<file path="config.mk">
export PLATFORM = sky130hd
export DESIGN_NAME = serial_digit_adder
export DESIGN_NICKNAME = d
export VERILOG_FILES = /design/src/rtl/serial_digit_adder_pkg.sv /design/src/rtl/serial_digit_adder_digit.sv /design/src/rtl/serial_digit_adder.sv
export SDC_FILE = /design/constraint.sdc
export NUM_CORES = 1
export LEC_CHECK = 0
export BUFFER_PORTS_ARGS = -buffer_cell sky130_fd_sc_hd__buf_4
export CAP_MARGIN = 10
export CELL_PAD_IN_SITES_DETAIL_PLACEMENT = 2
export CELL_PAD_IN_SITES_GLOBAL_PLACEMENT = 2
export CORE_MARGIN = 4
export CORE_UTILIZATION = 37
export CTS_CLUSTER_SIZE = 25
export DETAILED_ROUTE_END_ITERATION = 16
export PLACE_DENSITY = 0.84
export SYNTH_ARGS = -nofsm -noshare
export SYNTH_HDL_FRONTEND = slang
export SYNTH_SLANG_ARGS = --single-unit
</file>
<file path="constraint.sdc">
create_clock -name clk -period 1.75 [get_ports clk]
set_input_delay 0.175 -clock clk [delete_from_list [all_inputs] [get_ports clk]]
set_output_delay 0.175 -clock clk [all_outputs]
set_load 0.05 [all_outputs]
</file>
<file path="src/rtl/serial_digit_adder_pkg.sv">
// Shared definitions for the serial digit adder: FSM state encodings and
// a constant-evaluable ceiling log2 used to size the digit counter.
package serial_adder_pkg;

  typedef logic [1:0] state_t;

  localparam state_t ST_IDLE = 2'd0;
  localparam state_t ST_RUN  = 2'd1;
  localparam state_t ST_DONE = 2'd2;

  // Ceiling log2 with a floor of 1 so a counter is never zero bits wide.
  function automatic int clog2(input int n);
    int r;
    r = 0;
    for (int i = 0; i < 31; i++) begin
      if ((32'sd1 <<< i) < n) begin
        r = i + 1;
      end else begin
        r = r;
      end
    end
    if (r < 1) begin
      r = 1;
    end else begin
      r = r;
    end
    return r;
  endfunction

endpackage

</file>
<file path="src/rtl/serial_digit_adder_digit.sv">
// One DIGIT_W-bit slice of the serial adder: a + b + ci -> {co, s}.
module digit_adder #(
  parameter int DIGIT_W = 1
) (
  input  logic [DIGIT_W-1:0] a,
  input  logic [DIGIT_W-1:0] b,
  input  logic               ci,
  output logic [DIGIT_W-1:0] s,
  output logic               co
);

  logic [DIGIT_W:0] total_s;

  // Widen by one bit so the carry out lands in the top position.
  always_comb begin
    total_s = {1'b0, a} + {1'b0, b} + {{DIGIT_W{1'b0}}, ci};
  end

  assign s  = total_s[DIGIT_W-1:0];
  assign co = total_s[DIGIT_W];

endmodule

</file>
<file path="src/rtl/serial_digit_adder.sv">
// Multi-cycle add/subtract unit. Operands are consumed DIGIT_W bits per
// clock, least significant digit first, with the carry held in a flop
// between digits. A start/busy/done handshake frames each operation.
module serial_digit_adder
  import serial_adder_pkg::*;
#(
  parameter int WIDTH   = 8,
  parameter int DIGIT_W = 1
) (
  input  logic             clk,
  input  logic             rst,
  input  logic             start,
  input  logic             sub,
  input  logic [WIDTH-1:0] a,
  input  logic [WIDTH-1:0] b,
  input  logic             cin,
  output logic             busy,
  output logic             done,
  output logic [WIDTH-1:0] sum,
  output logic             cout,
  output logic             overflow
);

  localparam int NSTEP = WIDTH / DIGIT_W;
  localparam int CW    = clog2(NSTEP);
  localparam logic [CW-1:0] LAST_CNT = CW'(NSTEP - 1);

  if (WIDTH < 2) begin : g_width_chk
    $error("serial_digit_adder: WIDTH must be at least 2");
  end
  if ((WIDTH % DIGIT_W) != 0) begin : g_digit_chk
    $error("serial_digit_adder: WIDTH must be a multiple of DIGIT_W");
  end

  state_t           state_q, state_d;
  logic [WIDTH-1:0] a_sr_q, a_sr_d;
  logic [WIDTH-1:0] b_sr_q, b_sr_d;
  logic [WIDTH-1:0] res_q, res_d;
  logic             carry_q, carry_d;
  logic [CW-1:0]    cnt_q, cnt_d;
  logic             a_msb_q, a_msb_d;
  logic             b_msb_q, b_msb_d;
  logic [WIDTH-1:0] sum_q, sum_d;
  logic             cout_q, cout_d;
  logic             ovf_q, ovf_d;
  logic             busy_q, busy_d;
  logic             done_q, done_d;

  logic [DIGIT_W-1:0]       dig_s;
  logic                     dig_co_s;
  logic [WIDTH-1:0]         b_eff_s;
  logic [WIDTH+DIGIT_W-1:0] res_cat_s;
  logic [WIDTH-1:0]         res_shift_s;

  digit_adder #(
    .DIGIT_W (DIGIT_W)
  ) u_digit (
    .a  (a_sr_q[DIGIT_W-1:0]),
    .b  (b_sr_q[DIGIT_W-1:0]),
    .ci (carry_q),
    .s  (dig_s),
    .co (dig_co_s)
  );

  // Operand preparation and the result shift: new digit enters at the MSB end.
  always_comb begin
    b_eff_s     = sub ? ~b : b;
    res_cat_s   = {dig_s, res_q};
    res_shift_s = res_cat_s[WIDTH+DIGIT_W-1:DIGIT_W];
  end

  // Next-state logic for the FSM, datapath registers and result outputs.
  always_comb begin
    state_d = state_q;
    a_sr_d  = a_sr_q;
    b_sr_d  = b_sr_q;
    res_d   = res_q;
    carry_d = carry_q;
    cnt_d   = cnt_q;
    a_msb_d = a_msb_q;
    b_msb_d = b_msb_q;
    sum_d   = sum_q;
    cout_d  = cout_q;
    ovf_d   = ovf_q;
    case (state_q)
      ST_IDLE, ST_DONE: begin
        if (start) begin
          // Subtraction is a + ~b + 1, so the carry-in becomes 1 and cin is dropped.
          a_sr_d  = a;
          b_sr_d  = b_eff_s;
          carry_d = sub ? 1'b1 : cin;
          cnt_d   = '0;
          a_msb_d = a[WIDTH-1];
          b_msb_d = b_eff_s[WIDTH-1];
          state_d = ST_RUN;
        end else begin
          state_d = ST_IDLE;
        end
      end
      ST_RUN: begin
        a_sr_d  = a_sr_q >> DIGIT_W;
        b_sr_d  = b_sr_q >> DIGIT_W;
        res_d   = res_shift_s;
        carry_d = dig_co_s;
        cnt_d   = cnt_q + CW'(1);
        if (cnt_q == LAST_CNT) begin
          // Final digit: publish the full result together with carry and overflow.
          state_d = ST_DONE;
          sum_d   = res_shift_s;
          cout_d  = dig_co_s;
          ovf_d   = (a_msb_q == b_msb_q) && (res_shift_s[WIDTH-1] != a_msb_q);
        end else begin
          state_d = ST_RUN;
        end
      end
      default: begin
        state_d = ST_IDLE;
      end
    endcase
    busy_d = (state_d == ST_RUN);
    done_d = (state_d == ST_DONE);
  end

  // State and datapath registers; reset aborts any operation in flight.
  always_ff @(posedge clk or posedge rst) begin
    if (rst) begin
      state_q <= ST_IDLE;
      a_sr_q  <= '0;
      b_sr_q  <= '0;
      res_q   <= '0;
      carry_q <= 1'b0;
      cnt_q   <= '0;
      a_msb_q <= 1'b0;
      b_msb_q <= 1'b0;
      sum_q   <= '0;
      cout_q  <= 1'b0;
      ovf_q   <= 1'b0;
      busy_q  <= 1'b0;
      done_q  <= 1'b0;
    end else begin
      state_q <= state_d;
      a_sr_q  <= a_sr_d;
      b_sr_q  <= b_sr_d;
      res_q   <= res_d;
      carry_q <= carry_d;
      cnt_q   <= cnt_d;
      a_msb_q <= a_msb_d;
      b_msb_q <= b_msb_d;
      sum_q   <= sum_d;
      cout_q  <= cout_d;
      ovf_q   <= ovf_d;
      busy_q  <= busy_d;
      done_q  <= done_d;
    end
  end

  assign busy     = busy_q;
  assign done     = done_q;
  assign sum      = sum_q;
  assign cout     = cout_q;
  assign overflow = ovf_q;

endmodule

</file>
After elaboration in Yosys (flattened, before gate mapping)
Cells that the tools add are included.
{"block": "totals", "reg_bits": 44, "out_inout_bits": 12}
{"block": "op_classes", "add_sub_neg": 3, "eq_ne": 8, "muxes": 13, "bitwise": 1, "n_reduce_logical": 7}
{"cell": "$pmux 8 s2", "n": 2}
{"cell": "$mux 8", "n": 3}
{"cell": "$not 8->8", "n": 1}
{"cell": "$pmux 3 s2", "n": 1}
{"cell": "$reduce_and 2->1", "n": 3}
{"cell": "$eq 2x1->1 const B", "n": 2}
{"cell": "$eq 2x2->1 const B", "n": 2}
{"cell": "$pmux 2 s2", "n": 1}
{"cell": "$add 3x1->3 const B", "n": 1}
{"cell": "$eq 3x3->1 const B", "n": 1}
{"cell": "$mux 1", "n": 3}
{"cell": "$mux 3", "n": 1}
{"cell": "$add 1x1->2", "n": 1}
{"cell": "$add 2x1->2", "n": 1}
{"cell": "$logic_not 2->1", "n": 1}
{"cell": "$mux 2", "n": 1}
{"cell": "$ne 2x2->1 const B", "n": 1}
{"cell": "$pmux 1 s2", "n": 1}
{"cell": "$reduce_bool 2->1", "n": 1}
{"cell": "$reduce_or 2->1", "n": 1}
{"cell": "$eq 1x1->1", "n": 1}
{"cell": "$logic_and 1x1->1", "n": 1}
{"cell": "$ne 1x1->1", "n": 1}

Logic depth before layout (Yosys ltp)
Gate-level depths: netlist of run 1.
{"block": "depth", "ltp_word": 4, "mapped_depth": 6, "depth_no_buf": 5}

Hierarchy
From an unflattened synthesis of run 1, not the netlist that was laid out.
{"block": "hier_totals", "hier_cells": 136, "area_unflattened_um2": 1823.0}
{"mod": "serial_digit_adder", "instances": 1, "cells_per_inst": 135, "area_per_inst_um2": 1803.0}
{"mod": "digit_adder", "instances": 1, "cells_per_inst": 1, "area_per_inst_um2": 20.0}

Worst setup path before layout of run 1
OpenSTA, ideal clock, no wires.
{"block": "synth_timing", "kind": "register to register", "start": "register cnt_q[0]", "end": "register cout_q, in the netlist cout", "arrival_ns": 1.439, "required_time_ns": 1.625, "slack_ns": 0.187, "stages_incl_launch_ff": 6, "period_less_slack_ns": 1.563, "cell_sequence": "dfrtp_1 > ha_1 > ha_1 > nand3b_1 > buf_2 > mux2_2"}
{"block": "synth_via", "elab_chain_len": 2}
{"element": "start, declared", "line": "serial_digit_adder.sv:40", "rtl": "logic [CW-1:0] cnt_q, cnt_d;"}
{"element": "start signal, assigned", "line": "serial_digit_adder.sv:146", "rtl": "cnt_q <= cnt_d;"}
{"element": "$eq 3x3->1", "line": "serial_digit_adder.sv:106", "rtl": "if (cnt_q == LAST_CNT) begin"}
{"element": "$reduce_and 2->1 (no line)"}
{"element": "end signal, assigned", "line": "serial_digit_adder.sv:150", "rtl": "cout_q <= cout_d;"}
{"element": "end, declared", "line": "serial_digit_adder.sv:44", "rtl": "logic cout_q, cout_d;"}
No other way between the ends.
A chain may end at the register's enable or synchronous reset.

Worst setup path after layout of run 1
{"block": "layout_timing", "start": "register carry_q", "end": "register ovf_q, in the netlist overflow"}
{"block": "layout_via", "elab_chain_len": 3}
{"element": "start, declared", "line": "serial_digit_adder.sv:39", "rtl": "logic carry_q, carry_d;"}
{"element": "start signal, assigned", "line": "serial_digit_adder.sv:145", "rtl": "carry_q <= carry_d;"}
{"element": "$add 2x1->2", "line": "serial_digit_adder_digit.sv:16", "rtl": "total_s = {1'b0, a} + {1'b0, b} + {{DIGIT_W{1'b0}}, ci};"}
{"element": "net dig_s", "line": "serial_digit_adder.sv:49", "rtl": "logic [DIGIT_W-1:0] dig_s;"}
{"element": "$ne 1x1->1", "line": "serial_digit_adder.sv:111", "rtl": "ovf_d = (a_msb_q == b_msb_q) && (res_shift_s[WIDTH-1] != a_msb_q);"}
{"element": "$logic_and 1x1->1", "line": "serial_digit_adder.sv:111"}
{"element": "end signal, assigned", "line": "serial_digit_adder.sv:151", "rtl": "ovf_q <= ovf_d;"}
{"element": "end, declared", "line": "serial_digit_adder.sv:45", "rtl": "logic ovf_q, ovf_d;"}
The timed path passes the listed nets, and every way through them passes these cells.

==> results of run 1 <==
metal layers:
| layer | wire length, um | global-route usage |
|---|---|---|
| met1 | 1824 | 0.1799 |
| met2 | 2287 | 0.2783 |
| met3 | 202 | 0.04931 |
| met4 | 120 | 0.08566 |
| met5 | 0 | 0 |
report_power, final:
group          leakage [nW]  switching, mW  total (mW)  internal (mW)
registers             0.530          0.312        1.78           1.47
clock network        0.0654          0.344       0.914          0.570
logic                 0.522           1.16        2.07          0.912
area by class of cell:
cell class | instances | share of cell area
clock buffers | 6 | 0.03220
multi-input cells | 80 | 0.2965
clock inverters | 2 | 0.02665
well taps | 67 | 0.03720
flip-flops and latches | 43 | 0.4775
repair buffers | 37 | 0.1233
inverters | 4 | 0.006663
synth_stat cells:
cell type                   n
sky130_fd_sc_hd__dfrtp_1   43
sky130_fd_sc_hd__mux2_2    17
sky130_fd_sc_hd__a22o_1    10
sky130_fd_sc_hd__nor2_1    10
sky130_fd_sc_hd__a21o_1     9
sky130_fd_sc_hd__a221o_1    8
sky130_fd_sc_hd__xnor2_1    8
sky130_fd_sc_hd__buf_2      6
sky130_fd_sc_hd__inv_1      4
sky130_fd_sc_hd__nand2_1    4
sky130_fd_sc_hd__buf_6      3
sky130_fd_sc_hd__o21ai_0    3
sky130_fd_sc_hd__ha_1       2
sky130_fd_sc_hd__nor2b_1    2
sky130_fd_sc_hd__a21oi_1    1
sky130_fd_sc_hd__fa_1       1
sky130_fd_sc_hd__nand2b_1   1
sky130_fd_sc_hd__nand3b_1   1
sky130_fd_sc_hd__nor2_2     1
sky130_fd_sc_hd__nor2b_4    1
sky130_fd_sc_hd__nor3b_1    1
through the flow:
step / hold WS (ns) / utilization / area (um^2) / cells / power [mW]
floorplan: 0.2804 / - / 1823 / 136 / 3.285
global placement: 0.3394 / 0.4461 / 2121 / 231 / 3.703
detailed placement: 0.3578 / 0.4461 / 2121 / 231 / 3.872
CTS: 0.02792 / 0.4739 / 2253 / 239 / 4.833
global route: 0.07133 / 0.4739 / 2253 / 239 / 5.072
finish: 0.02018 / 0.4739 / 2253 / 239 / 4.766
worst max-delay path: stages, from the launching register on:
cell,delay (ns)
sky130_fd_sc_hd__dfrtp_1,0.42
sky130_fd_sc_hd__fa_1,0.63
sky130_fd_sc_hd__nor3b_1,0.24
sky130_fd_sc_hd__a21oi_1,0.07
sky130_fd_sc_hd__o21ai_0,0.17
sequential cells by signal (all words and copies together), names as in the netlist, 2 cells and up:
name	count
state_q	2
b_sr_q	8
a_sr_q	8
sum	8
cnt_q	3
res_q	7
path summary, 6_finish.rpt:
check                          start   endpoint  slack, ns  cells past startpoint
setup / recovery             carry_q   overflow       0.13                      4
hold / removal                   rst     sum[6]       0.02                      3
setup reg to reg             carry_q   overflow       0.13                      4
hold reg to reg            a_sr_q[2]  a_sr_q[2]       0.49                      1
max in group asynchronous        rst  a_sr_q[4]       1.36                      3
min in group clk                a[7]    a_msb_q       0.10                      3
logic make-up after synthesis:
logic type	count (synthesis)
DFF	43
AOI/OAI and AO/OA	31
and+or+nand+nor	21
muxes	17
buffers and inverters	13
xor gates and xnor gates	8
adders and majority gates	3
==> impl_results.rst, run 1 <==
.. list-table::
   :header-rows: 1

   * - Metric
     - Value
   * - Xor/xnor share of the synthesized area
     - 0.03844
   * - Netlist cell types
     - 21
   * - Chip Width
     - 78.19 um
   * - Die Outline Area
     - 6114 um^2
   * - Setup TNS
     - 0 ns
   * - Initial Util
     - 0.3834
   * - Area grow syn2layout
     - 23.61%
   * - Clock latency on the worst-skew pair
     - around 0.30 ns
   * - Power density over cell area
     - 2115 nW/um^2
   * - Count of endpoints failing hold in the final timing report
     - 0
   * - Final WL
     - 4434 um
   * - Transition time at the pin with the least slew margin
     - ~0.55 ns
   * - Post-synth top area share
     - 0.5903
   * - Number of hold-repair buffers added at the cts stage
     - 0
   * - Leakage power
     - 1.117 nW
   * - Average detailed-routed wire length per instance
     - 18.55 um
   * - Antenna cells
     - 0
   * - HPWL after detailed placement
     - ~3000 um
   * - First-pass DRT Iterations
     - 4
   * - Clock-pin transition on the worst setup and hold timing paths
     - 0.08 ns
   * - Antenna viol nets, final
     - 0
   * - Vias/cell
     - 5.013
   * - Minimum period implied by the final worst setup slack
     - 1.623 ns
   * - Final worst clock skew
     - 0.002677 ns
   * - Crit path capture type
     - flip-flop
   * - Total I/O pin count
     - 33
   * - Last weighted congestion value of the routability-driven placer
     - 0.7589
   * - Number of global-route vias before repair
     - roughly 1500
   * - Level count of the clock H-tree
     - 2
   * - Syn Nets
     - 160
   * - Synth Cell Area
     - around 1800 um^2
   * - Classification of the worst setup path
     - reg2reg
   * - Mapped Avg Cell Area
     - 13.40 um^2
   * - Share of synthesized cell area in full adder, half adder and majority cells
     - 0.02471
   * - Multi-input gate area
     - 668.1 um^2
   * - Most common library cell in the layout ignoring fill and taps
     - sky130_fd_sc_hd__dfrtp_1
   * - Number of buffers added for setup after CTS
     - 0
   * - I/O Buffers
     - 32
   * - Core outline area
     - between 4000 and 5000 um^2
   * - Setup slack after placement
     - 0.1687 ns
   * - Post-route fraction of the period consumed by the critical path
     - 0.9273
   * - Combined global-route utilization of all metal layers
     - 0.1621
   * - Via count of the routed design
     - 1198
   * - Setup WS post-layout
     - 0.1273 ns
   * - Std cell rows
     - 25
   * - Compound-gate portion of the synthesized area
     - 0.1400
   * - Cells resized by post-CTS repair
     - 0
   * - Largest cells by area after synthesis
     - sky130_fd_sc_hd__dfrtp_1 (59%), sky130_fd_sc_hd__mux2_2 (11%), sky130_fd_sc_hd__a22o_1 (4.8%), sky130_fd_sc_hd__a221o_1 (4.4%), sky130_fd_sc_hd__xnor2_1 (3.8%)
   * - Worst slew margin relative to its limit
     - 0.6338
   * - Initial antenna violation count
     - 0
   * - Number of DRC violations after detailed routing
     - 0
   * - Worst EP arrival
     - 1.84 ns
   * - Buffer cell driving the clock tree root
     - sky130_fd_sc_hd__clkbuf_8
   * - Worst-case clock buffer depth
     - 2
   * - RSZ-0062 raised after global routing
     - no
   * - Largest family of logic cells by synthesized area
     - compound AO/OA/AOI/OAI gates
   * - Max-slew violation count
     - 0
   * - Leftover overflow at the end of global routing
     - 0
   * - Clock sink count
     - 43
   * - Number of CTS-inserted buffers
     - 5
   * - TritonCTS clock tree
     - built
   * - Worst voltage drop across the vdd grid
     - 0.6849 mV
   * - CP Launch Type
     - flip-flop
   * - Sequential-to-total area share from yosys stat
     - 0.5903
   * - Die Height
     - a little under 80 um
   * - Tightest Hold Check Type
     - in2async
   * - Crit path required time
     - 1.97 ns
   * - # setup viols final
     - 0
   * - Wire length of the first global-routing pass
     - 7431 um
   * - Post-synthesis cell type with the largest combined area
     - sky130_fd_sc_hd__dfrtp_1
   * - Sequential cell area
     - approximately 1100 um^2
   * - Number of violations reported at the end of detailed-routing iteration 0
     - a little under 60
   * - Largest net degree at the start of global routing
     - 44
   * - Ratio of cells with drive above 1 in the final layout
     - 0.3663
   * - Crit-path max FO
     - 4
   * - Run status
     - complete, no violations
   * - Count of state elements after synthesis
     - 43
   * - Gate count after technology mapping
     - 136
   * - Multiplexer share of the synthesized area
     - 0.1050
   * - Warning count from the yosys run
     - 0
   * - Area share of and/or/nand/nor cells after synthesis
     - 0.05834
   * - Highest-count cells in the layout ignoring fill and taps
     - sky130_fd_sc_hd__dfrtp_1 (43), sky130_fd_sc_hd__buf_4 (37), sky130_fd_sc_hd__mux2_2 (17), sky130_fd_sc_hd__nor2_1 (10), sky130_fd_sc_hd__a22o_1 (10)
   * - Fillers
     - just under 500
   * - # nets final
     - approximately 200
   * - Maximum frequency from static timing analysis
     - 0.6163 GHz
   * - Maximum capacitance violations
     - 0
Power figures use the tool's default switching activity.
==> run 2: changes to the inputs <==
--- a/config.mk
+++ b/config.mk
@@ -10,10 +10,11 @@
 export CELL_PAD_IN_SITES_DETAIL_PLACEMENT = 2
 export CELL_PAD_IN_SITES_GLOBAL_PLACEMENT = 2
 export CORE_MARGIN = 4
-export CORE_UTILIZATION = 37
+export CORE_UTILIZATION = 40
 export CTS_CLUSTER_SIZE = 25
 export DETAILED_ROUTE_END_ITERATION = 16
-export PLACE_DENSITY = 0.84
+export PLACE_DENSITY = 0.89
 export SYNTH_ARGS = -nofsm -noshare
 export SYNTH_HDL_FRONTEND = slang
+export SYNTH_HIERARCHICAL = 1
 export SYNTH_SLANG_ARGS = --single-unit
==> constraint.sdc (replaced) <==
create_clock -name clk -period 1.9 [get_ports clk]
set_input_delay 0.19 -clock clk [delete_from_list [all_inputs] [get_ports clk]]
set_output_delay 0.19 -clock clk [all_outputs]
set_load 0.05 [all_outputs]
==> run 2 against run 1 <==
Effect of this change: core utilization rose by 2.7 points; power fell by 12%; synthesized area unchanged; setup slack gained 0.11 ns; fmax is 2.5% lower; clock skew grew 0.0054 ns; critical path depth did not move.
==> impl_results.rst, run 2 <==
.. list-table::
   :header-rows: 1

   * - Metric
     - Value
   * - Most common library cell in the layout ignoring fill and taps
     - sky130_fd_sc_hd__dfrtp_1
   * - Number of global-route vias before repair
     - 1444
   * - Worst EP arrival
     - 1.88 ns
   * - Last weighted congestion value of the routability-driven placer
     - 0.6743
   * - RSZ-0062 raised after global routing
     - no
   * - First-pass DRT Iterations
     - 4
   * - Chip Width
     - 75.51 um
   * - Multiplexer share of the synthesized area
     - 0.1050
   * - Crit-path max FO
     - 4
   * - Sequential-to-total area share from yosys stat
     - 0.5903
   * - Compound-gate portion of the synthesized area
     - 0.1400
   * - Transition time at the pin with the least slew margin
     - 0.5679 ns
   * - Share of synthesized cell area in full adder, half adder and majority cells
     - 0.02471
   * - Tightest Hold Check Type
     - in2async
   * - Switching portion of total power
     - 0.4051
   * - Wire length of the first global-routing pass
     - 7196 um
   * - HPWL after detailed placement
     - 3223 um
   * - Buffers plus inverters on the worst setup path
     - 0
   * - Post-synth top area share
     - 0.5903
   * - Max stage delay on crit path
     - 0.66 ns
   * - Antenna cells
     - 0
   * - I/O Buffers
     - 32
   * - Sequential cell area
     - 1076 um^2
   * - Synth Cell Area
     - 1823 um^2
   * - Final hold slack
     - 0.04841 ns
   * - Die Outline Area
     - approximately 5700 um^2
   * - Cell types with the highest counts after synthesis
     - sky130_fd_sc_hd__dfrtp_1 (43), sky130_fd_sc_hd__mux2_2 (17), sky130_fd_sc_hd__a22o_1 (10), sky130_fd_sc_hd__nor2_1 (10), sky130_fd_sc_hd__a21o_1 (9)
   * - Average detailed-routed wire length per instance
     - 20.08 um
   * - Area share of and/or/nand/nor cells after synthesis
     - 0.05834
   * - Mapped Avg Cell Area
     - 13.40 um^2
   * - Switch Pwr
     - between 1.5 and 2 mW
   * - Worst voltage drop across the vdd grid
     - 0.6791 mV
   * - Logic pwr share
     - 0.466
   * - Register-to-Register Path Depth
     - 4
   * - Leakage power
     - 1.104 nW
   * - Fillers
     - 437
   * - Number of hold-repair buffers added at the cts stage
     - 0
   * - Total I/O pin count
     - 33
   * - Largest net degree at the start of global routing
     - 44
   * - Initial Util
     - 0.4158
   * - Category of cells accounting for the largest share of critical-path delay
     - adder cells
   * - Cells along the critical path
     - fa_1 > nor3b_1 > a21oi_1 > o21ai_0
   * - Level count of the clock H-tree
     - 2
   * - Number of DRC violations after detailed routing
     - 0
   * - # setup viols final
     - 0
   * - EDFF count, synth
     - 0
   * - Syn Nets
     - between 150 and 200
   * - Number of buffers added for setup after CTS
     - 0
   * - Post-synthesis cell type with the largest combined area
     - sky130_fd_sc_hd__dfrtp_1
   * - Setup TNS
     - 0 ns
   * - # nets final
     - 196
   * - Max-slew violation count
     - 0
   * - Worst slew margin relative to its limit
     - 0.6214
   * - Capture point of the worst reg-to-reg path
     - overflow
   * - Critical R2R Launch
     - a_sr_q[0]
   * - Post-route fraction of the period consumed by the critical path
     - 0.8755
   * - Ys async rst share
     - 1.000
   * - Share of total power in the clock network
     - 0.142
   * - Worst-case clock buffer depth
     - 2
   * - Combined global-route utilization of all metal layers
     - 0.1709
   * - Fraction of power consumed by sequential logic
     - 0.392
   * - Cells after DPL
     - between 200 and 250
   * - Ratio of cells with drive above 1 in the final layout
     - 0.3721
   * - Crit path required time
     - approximately 2.1 ns
   * - Initial antenna violation count
     - 0
   * - Clock-pin transition on the worst setup and hold timing paths
     - 0.08 ns
   * - Reg2reg setup slack
     - 0.24 ns
   * - CP Launch Type
     - flip-flop
   * - Largest cells by area after synthesis
     - sky130_fd_sc_hd__dfrtp_1 (59%), sky130_fd_sc_hd__mux2_2 (11%), sky130_fd_sc_hd__a22o_1 (4.8%), sky130_fd_sc_hd__a221o_1 (4.4%), sky130_fd_sc_hd__xnor2_1 (3.8%)
   * - Run status
     - complete, no violations
   * - Number of CTS-inserted buffers
     - 5
   * - Most frequently used cell type in the post-synthesis netlist
     - sky130_fd_sc_hd__dfrtp_1
   * - Total stage count of the critical path
     - 4
   * - Buffer cell driving the clock tree root
     - sky130_fd_sc_hd__clkbuf_8
   * - Worst-path cell with the longest stage delay
     - sky130_fd_sc_hd__fa_1
   * - Power density over cell area
     - 1907 nW/um^2
   * - Count of state elements after synthesis
     - 43
   * - Count of endpoints failing hold in the final timing report
     - 0
   * - Final worst clock skew
     - 0.008049 ns
   * - Maximum frequency from static timing analysis
     - 0.6011 GHz
   * - Setup WS post-layout
     - between 0.2 and 0.25 ns
   * - Worst setup startpoint
     - a_sr_q[0]
   * - Multi-input gate area
     - between 600 and 700 um^2
   * - Count of placed standard cells in the final layout, fillers left out
     - about 220
   * - TritonCTS clock tree
     - built
   * - Classification of the worst setup path
     - reg2reg
   * - Via count of the routed design
     - about 1200
   * - Clock sink count
     - 43
   * - Critical path endpoint
     - overflow
   * - Most used DFF post-synth
     - sky130_fd_sc_hd__dfrtp_1
   * - Warning count from the yosys run
     - 6
   * - Leftover overflow at the end of global routing
     - 0
   * - Minimum period implied by the final worst setup slack
     - 1.664 ns
   * - Final WL
     - between 4000 and 5000 um
   * - Netlist cell types
     - 21
   * - Core outline area
     - 4384 um^2
   * - Cells resized by post-CTS repair
     - 0
   * - Antenna viol nets, final
     - 0
   * - Gate count after technology mapping
     - 136
   * - Area grow syn2layout
     - 20.52%
   * - Highest-count cells in the layout ignoring fill and taps
     - sky130_fd_sc_hd__dfrtp_1 (43), sky130_fd_sc_hd__buf_4 (38), sky130_fd_sc_hd__mux2_2 (17), sky130_fd_sc_hd__nor2_1 (10), sky130_fd_sc_hd__a22o_1 (10)
   * - Clock latency on the worst-skew pair
     - 0.29 ns
   * - Number of violations reported at the end of detailed-routing iteration 0
     - 38
   * - Largest family of logic cells by synthesized area
     - compound AO/OA/AOI/OAI gates
   * - Setup slack after placement
     - 0.1622 ns
   * - Crit path capture type
     - flip-flop
   * - Maximum capacitance violations
     - 0
   * - Xor/xnor share of the synthesized area
     - 0.03844
   * - Vias/cell
     - 5.491
   * - Die Height
     - between 70 and 80 um
   * - Std cell rows
     - 24
   * - Internal power consumption
     - 2.493 mW
run 2: cell count changes in the layout (fill, tap and decap cells not counted), sizes merged:
cell	previous run	this run
clkinv	0	1
buf	37	38
bufinv	2	0
run 2: cells by family after synthesis:
logic type	after synthesis
DFF	43
AOI/OAI and AO/OA	31
buffers and inverters	13
muxes	17
adders and majority gates	3
and+or+nand+nor	21
xor gates and xnor gates	8
run 2: how the worst min path moves through the flow:
| stage | endpoint | slack [ns] | cells past startpoint | from |
|---|---|---|---|---|
| 2_1_floorplan | a_msb_q | 0.30 | 2 | a[7] |
| 3_3_place_gp | a_sr_q[0] | 0.36 | 3 | rst |
| 3_5_place_dp | res_q[6] | 0.38 | 3 | rst |
| 4_1_cts | a_sr_q[1] | 0.06 | 3 | rst |
| 5_1_grt | cnt_q[1] | 0.13 | 3 | rst |
| 6_report | a_sr_q[0] | 0.05 | 3 | rst |
run 2: layout make-up:
| class | instances | area share |
|---|---|---|
| clock inverter | 1 | 0.002278 |
| tap | 52 | 0.02961 |
| inverter | 4 | 0.006834 |
| clock buffer | 6 | 0.03759 |
| timing repair buffer | 38 | 0.1298 |
| sequential | 43 | 0.4897 |
| multi-input combinational | 80 | 0.3041 |
run 2: worst min-delay path, stage by stage:
cell	delay, ns
sky130_fd_sc_hd__buf_4	0.11
sky130_fd_sc_hd__inv_1	0.05
sky130_fd_sc_hd__buf_4	0.47
run 2: routing by layer:
metal  vias to the layer above  track usage  wire length, um
li1                        548            -                -
met1                       641       0.2013             1834
met2                        30       0.3049             2410
met3                        11      0.04222              182
met4                         0      0.05437               70
met5                         -            0                0
run 2: through the flow:
step           total power [mW]  instance area, um^2    util
2_1_floorplan             3.026                 1823       -
3_3_place_gp              3.410                 2110  0.4812
3_5_place_dp              3.644                 2110  0.4812
4_1_cts                   4.247                 2197  0.5011
5_1_grt                   4.427                 2197  0.5011
6_report                  4.191                 2197  0.5011
run 2: power groups by stage:
stage / registers [mW] / clock network (mW) / logic [mW]
CTS: 1.65 / 0.607 / 1.99
detailed placement: 1.67 / 0 / 1.97
global placement: 1.60 / 0 / 1.81
floorplan: 1.97 / 0 / 1.06
global route: 1.69 / 0.642 / 2.10
finish: 1.64 / 0.594 / 1.95
